==> src/rtl/score_display.sv <==
// Purpose : shows a 16-bit binary score as four decimal digits on a multiplexed 7-segment display.
// Latency : registered outputs; a new score appears on the next scan slot of each digit (<= 4 clocks).
// Backpres: none; score is sampled live every clock and the scan never stalls.
//
// Ports:
//   slw_clk   - scan clock (~1 kHz), all state on its rising edge
//   rst       - synchronous active-high reset
//   score     - unsigned binary score, saturated to MAX_DISPLAY for display
//   an_cntrl  - digit enables, bit 0 = ones ... bit 3 = thousands
//   seg_cntrl - segments a..g on bits 0..6, no decimal point
// Optional feature macro: LEADING_ZERO_BLANK_EN (blank leading zero digits, ones never blanked).
module score_display #(
  parameter int ACTIVE_LOW  = 1,
  parameter int MAX_DISPLAY = 9999
) (
  input  logic        slw_clk,
  input  logic        rst,
  input  logic [15:0] score,
  output logic [3:0]  an_cntrl,
  output logic [6:0]  seg_cntrl
);

  // 9999 fits in 14 bits, so the saturated value and BCD path are kept at that width.
  localparam logic [13:0] MAX14   = 14'(MAX_DISPLAY);
  localparam logic        POL_INV = (ACTIVE_LOW == 0);
  localparam logic [3:0]  AN_OFF  = 4'b1111 ^ {4{POL_INV}};
  localparam logic [6:0]  SEG_OFF = 7'b1111111 ^ {7{POL_INV}};

  logic [1:0]  idx_q, idx_d;
  logic [3:0]  an_q, an_d;
  logic [6:0]  seg_q, seg_d;

  logic [13:0] sat;
  logic [15:0] bcd;
  logic [3:0]  blank;
  logic [3:0]  dig;
  logic [3:0]  an_lo;
  logic [6:0]  seg_lo;

  // Segment patterns in active-low form.
  function automatic logic [6:0] seg_decode(input logic [3:0] d);
    case (d)
      4'd0:    return 7'b1000000;
      4'd1:    return 7'b1111001;
      4'd2:    return 7'b0100100;
      4'd3:    return 7'b0110000;
      4'd4:    return 7'b0011001;
      4'd5:    return 7'b0010010;
      4'd6:    return 7'b0000010;
      4'd7:    return 7'b1111000;
      4'd8:    return 7'b0000000;
      4'd9:    return 7'b0010000;
      default: return 7'b1111111;
    endcase
  endfunction

  assign sat = (score > {2'b00, MAX14}) ? MAX14 : score[13:0];

  // Double-dabble: add 3 to any BCD nibble >= 5 before each left shift.
  // Input is <= 9999, so the 16-bit BCD result never overflows.
  always_comb begin
    bcd = '0;
    for (int b = 13; b >= 0; b--) begin
      for (int k = 0; k < 4; k++) begin
        if (bcd[4*k +: 4] >= 4'd5) begin
          bcd[4*k +: 4] = bcd[4*k +: 4] + 4'd3;
        end
      end
      bcd = {bcd[14:0], sat[b]};
    end
  end

`ifdef LEADING_ZERO_BLANK_EN
  // A digit is blanked only if it and every more significant digit are zero.
  always_comb begin
    blank    = 4'b0000;
    blank[3] = (bcd[15:12] == 4'd0);
    blank[2] = blank[3] && (bcd[11:8] == 4'd0);
    blank[1] = blank[2] && (bcd[7:4] == 4'd0);
    blank[0] = 1'b0;
  end
`else
  assign blank = 4'b0000;
`endif

  always_comb begin
    idx_d  = idx_q + 2'd1;
    dig    = bcd[{idx_q, 2'b00} +: 4];
    an_lo  = ~(4'b0001 << idx_q);
    seg_lo = seg_decode(dig);
    if (blank[idx_q]) begin
      an_lo  = 4'b1111;
      seg_lo = 7'b1111111;
    end
    an_d  = an_lo ^ {4{POL_INV}};
    seg_d = seg_lo ^ {7{POL_INV}};
  end

  always_ff @(posedge slw_clk) begin
    if (rst) begin
      idx_q <= 2'd0;
      an_q  <= AN_OFF;
      seg_q <= SEG_OFF;
    end else begin
      idx_q <= idx_d;
      an_q  <= an_d;
      seg_q <= seg_d;
    end
  end

  assign an_cntrl  = an_q;
  assign seg_cntrl = seg_q;

endmodule

==> config.mk <==
export PLATFORM = sky130hd
export DESIGN_NAME = score_display
export DESIGN_NICKNAME = d
export VERILOG_FILES = /design/src/rtl/score_display.sv
export SDC_FILE = /design/constraint.sdc
export NUM_CORES = 1
export LEC_CHECK = 0
export ABC_AREA = 0
export ABC_CLOCK_PERIOD_IN_PS = 20000
export BUFFER_PORTS_ARGS = -buffer_cell sky130_fd_sc_hd__buf_2
export CAP_MARGIN = 20
export CORE_MARGIN = 3
export CORE_UTILIZATION = 58
export CTS_CLUSTER_DIAMETER = 40
export DETAILED_ROUTE_END_ITERATION = 10
export PLACE_DENSITY_LB_ADDON = 0.25
export RECOVER_POWER = 100
export SYNTH_ARGS = -nofsm -noshare
export SYNTH_HDL_FRONTEND = slang
export SYNTH_SLANG_ARGS = --single-unit
==> constraint.sdc <==
create_clock -name slw_clk -period 20 [get_ports slw_clk]
set_input_delay 3 -clock slw_clk [delete_from_list [all_inputs] [get_ports slw_clk]]
set_output_delay 3 -clock slw_clk [all_outputs]
set_load 0.01 [all_outputs]
==> flow_metrics.tcl <==
set metrics [dict create \
    outcome "completed" \
    synthesis.nets 696 \
    timing.max_cap.violations 0 \
    worst_hold_startpoint "idx_q[0]$_SDFF_PP0_" \
    grt_max_degree 19 \
    post_synthesis_register_bit_count 13 \
    gate_count_post_synth 652 \
    nNetsFinal 703 \
    cp_data_arrival_time_ns 16.94 \
    vias_per_cell 7.100 \
    drt.antenna.violating_nets 0 \
    synth.avg_cell_area_um2 6.912 \
    antenna_cells_inserted 0 \
    area_growth_syn_to_layout_pct 3.720 \
    number_of_buffers_created_by_cts 3 \
    detailedPlacementHpwl_mm 10.32 \
    effective_utilization_at_floorplan 0.6083 \
    cts_root_buffer "clkbuf_8" \
    grt_setup_unrepaired "false" \
    grt_first_pass_wirelength_mm 22.27 \
    worst-setup-path-type "primary input to flip-flop" \
    achievable-frequency_mhz 59.59 \
    slowest_delay_ns 0.82 \
    worst_hold_path_type "flip-flop to flip-flop" \
    die_x_um 94.15 \
    grt_overflow_total 0 \
    grt.total_usage 0.2967 \
    hold_end "idx_q[0]$_SDFF_PP0_" \
    tritoncts "built" \
    grt_pass1_vias 4721 \
    cts.repair.resized 0 \
    die_area_um2 8864 \
    worst_slew_pin_slew_ns 1.133 \
    commonest_register_cell_after_synthesis "dfxtp_1" \
    count_of_vias_placed_by_the_detailed_router 5375 \
    hold_depth 1 \
    period_share 0.8391 \
    finalWeightedCongestion 1.010 \
    avg_wl_per_cell_um 17.54 \
    post_cts.repair.setup_buffers 0 \
    yosys.cell_count.top_type "nor2_1" \
    cpMaxStageDelayCell "nor4_1" \
    dieHeight_um 94.15 \
    clock_tree.htree_level_count 1 \
    pin_count 29 \
    synth_top_area_frac 0.07218 \
    path_max_fanout 15 \
    drive_above_1_share 0.1155 \
    drt_iter0_markers 583 \
    worstRegToRegCells 7 \
    post_detailed_route_drc_marker_count 0 \
    critPathCaptureType "flip-flop" \
    final-max-slew-violation-count 0 \
    cts_hold_buffers 0 \
    clock_insertion_delay_worst_skew_ns 0.25 \
    r2r_setup_slack_ns 17.41 \
    yosysUniqueCellTypes 100 \
    core_area_um2 7408 \
    port-buffer-count 28 \
    synth_top_cells_by_area "ha_1 (7.2%), dfxtp_1 (5.8%), nor2_1 (5.3%), a21oi_1 (5.0%), nand2_1 (4.7%)" \
    regToRegStartpoint "idx_q[0]$_SDFF_PP0_" \
    setup_viol_count_final 0 \
    clk_pin_slew_ns 0.06 \
    drt_pre_antenna_iters 5 \
    row_count 31 \
    required_ns 20.16 \
    timing.max_slew.rel_slack 0.2445 \
    synth_edf_count 0 \
    netlist_area_um2 4507 \
    synth.yosys.seq_area_share 0.05775 \
    yosys.area.top_type "ha_1" \
    critPathMostFrequentCell "ha_1" \
    hold_violations 0 \
    cts.sink_count 13 \
    wirelength_mm 13.28 \
    antenna_found_initial 0 \
    clk_buf_depth 2 \
    crit_path_start_kind "primary input" \
    final_worst_clock_skew_ns 0.003960 \
    yosys_warnings 0 \
    finalCriticalPeriod_ns 16.78 \
    setup-tns-final_ns 0 \
    postSynth.asyncResetShare 0 \
    post_synth_most_frequent_cells "nor2_1 (64), nand2_1 (56), a21oi_1 (45)" \
    reg2reg_to "seg_cntrl[0]$_SDFF_PP1_" \
]
[registers in the layout, summed over array words and instances (netlist names)]
signal,count
an_cntrl,4
idx_q,2
seg_cntrl,7
[critical path, delay by kind of cell]
kind / cells / cell delay, ns
fa+ha+maj: 9 / 2.94
buf+inv: 3 / 0.50
mux: 1 / 0.20
simple gates: 13 / 4.69
compound gates: 19 / 5.32
xor+xnor: 1 / 0.28
[worst max path at each step]
stage,slack (ns),start,end,cells past startpoint
after floorplan,6.31,score[13],seg_cntrl[3]$_SDFF_PP1_,49
after CTS,4.17,score[13],seg_cntrl[3]$_SDFF_PP1_,47
final,3.22,score[13],seg_cntrl[0]$_SDFF_PP1_,46
after global routing,2.03,score[13],seg_cntrl[0]$_SDFF_PP1_,46
after global placement,4.43,score[13],seg_cntrl[3]$_SDFF_PP1_,47
after detailed placement,3.95,score[13],seg_cntrl[3]$_SDFF_PP1_,47
[cells in the final DEF (no fill, tap or decap), types with 18 or more instances in the layout]
cell,instances
a21oi_1,45
ha_1,26
nor2_1,64
nor3_1,25
o21ai_0,32
inv_1,27
o211ai_1,18
nand2_1,56
nand3_1,19
[metal layers]
layer / vias to the layer above / global-route usage / routed length [um]
met5: - / 0 / 0
met4: 0 / 0.04332 / 107
met3: 17 / 0.04487 / 1267
met2: 314 / 0.4616 / 5735
met1: 2444 / 0.4371 / 6166
li1: 2600 / - / -
[cells by family (layout without fill, tap and decap cells)]
| group | Yosys count | in the layout | synth area share |
|---|---|---|---|
| compound gates | 265 | 265 | 0.4492 |
| xor+xnor | 9 | 9 | 0.02249 |
| fa+ha+maj | 26 | 26 | 0.07218 |
| buf+inv | 64 | 70 | 0.05580 |
| flops | 13 | 13 | 0.05775 |
| mux | 21 | 21 | 0.05247 |
| simple gates | 254 | 254 | 0.2901 |
[cell type report]
cell class	count	area, um^2
clock buffer	3	41.29
clock inverter	1	5.005
sequential	13	260.3
multi-input combinational	575	3965
fill	663	2734
inverter	35	131.4
tap	99	123.9
timing repair buffer	31	147.6
[metrics by stage]
stage | utilization | setup WS (ns) | instances | cell area [um^2] | hold slack, ns
finish | 0.6310 | 3.218 | 757 | 4674 | 0.6158
global placement | 0.6308 | 4.433 | 753 | 4673 | 0.5788
CTS | 0.6371 | 4.173 | 757 | 4720 | 0.6036
floorplan | - | 6.307 | 652 | 4507 | 0.5572
detailed placement | 0.6308 | 3.948 | 753 | 4673 | 0.5955
global route | 0.6310 | 2.030 | 757 | 4674 | 0.6460
Power is not shown: default switching activity piles up to over one toggle a cycle in this logic, so the estimate is an artifact.
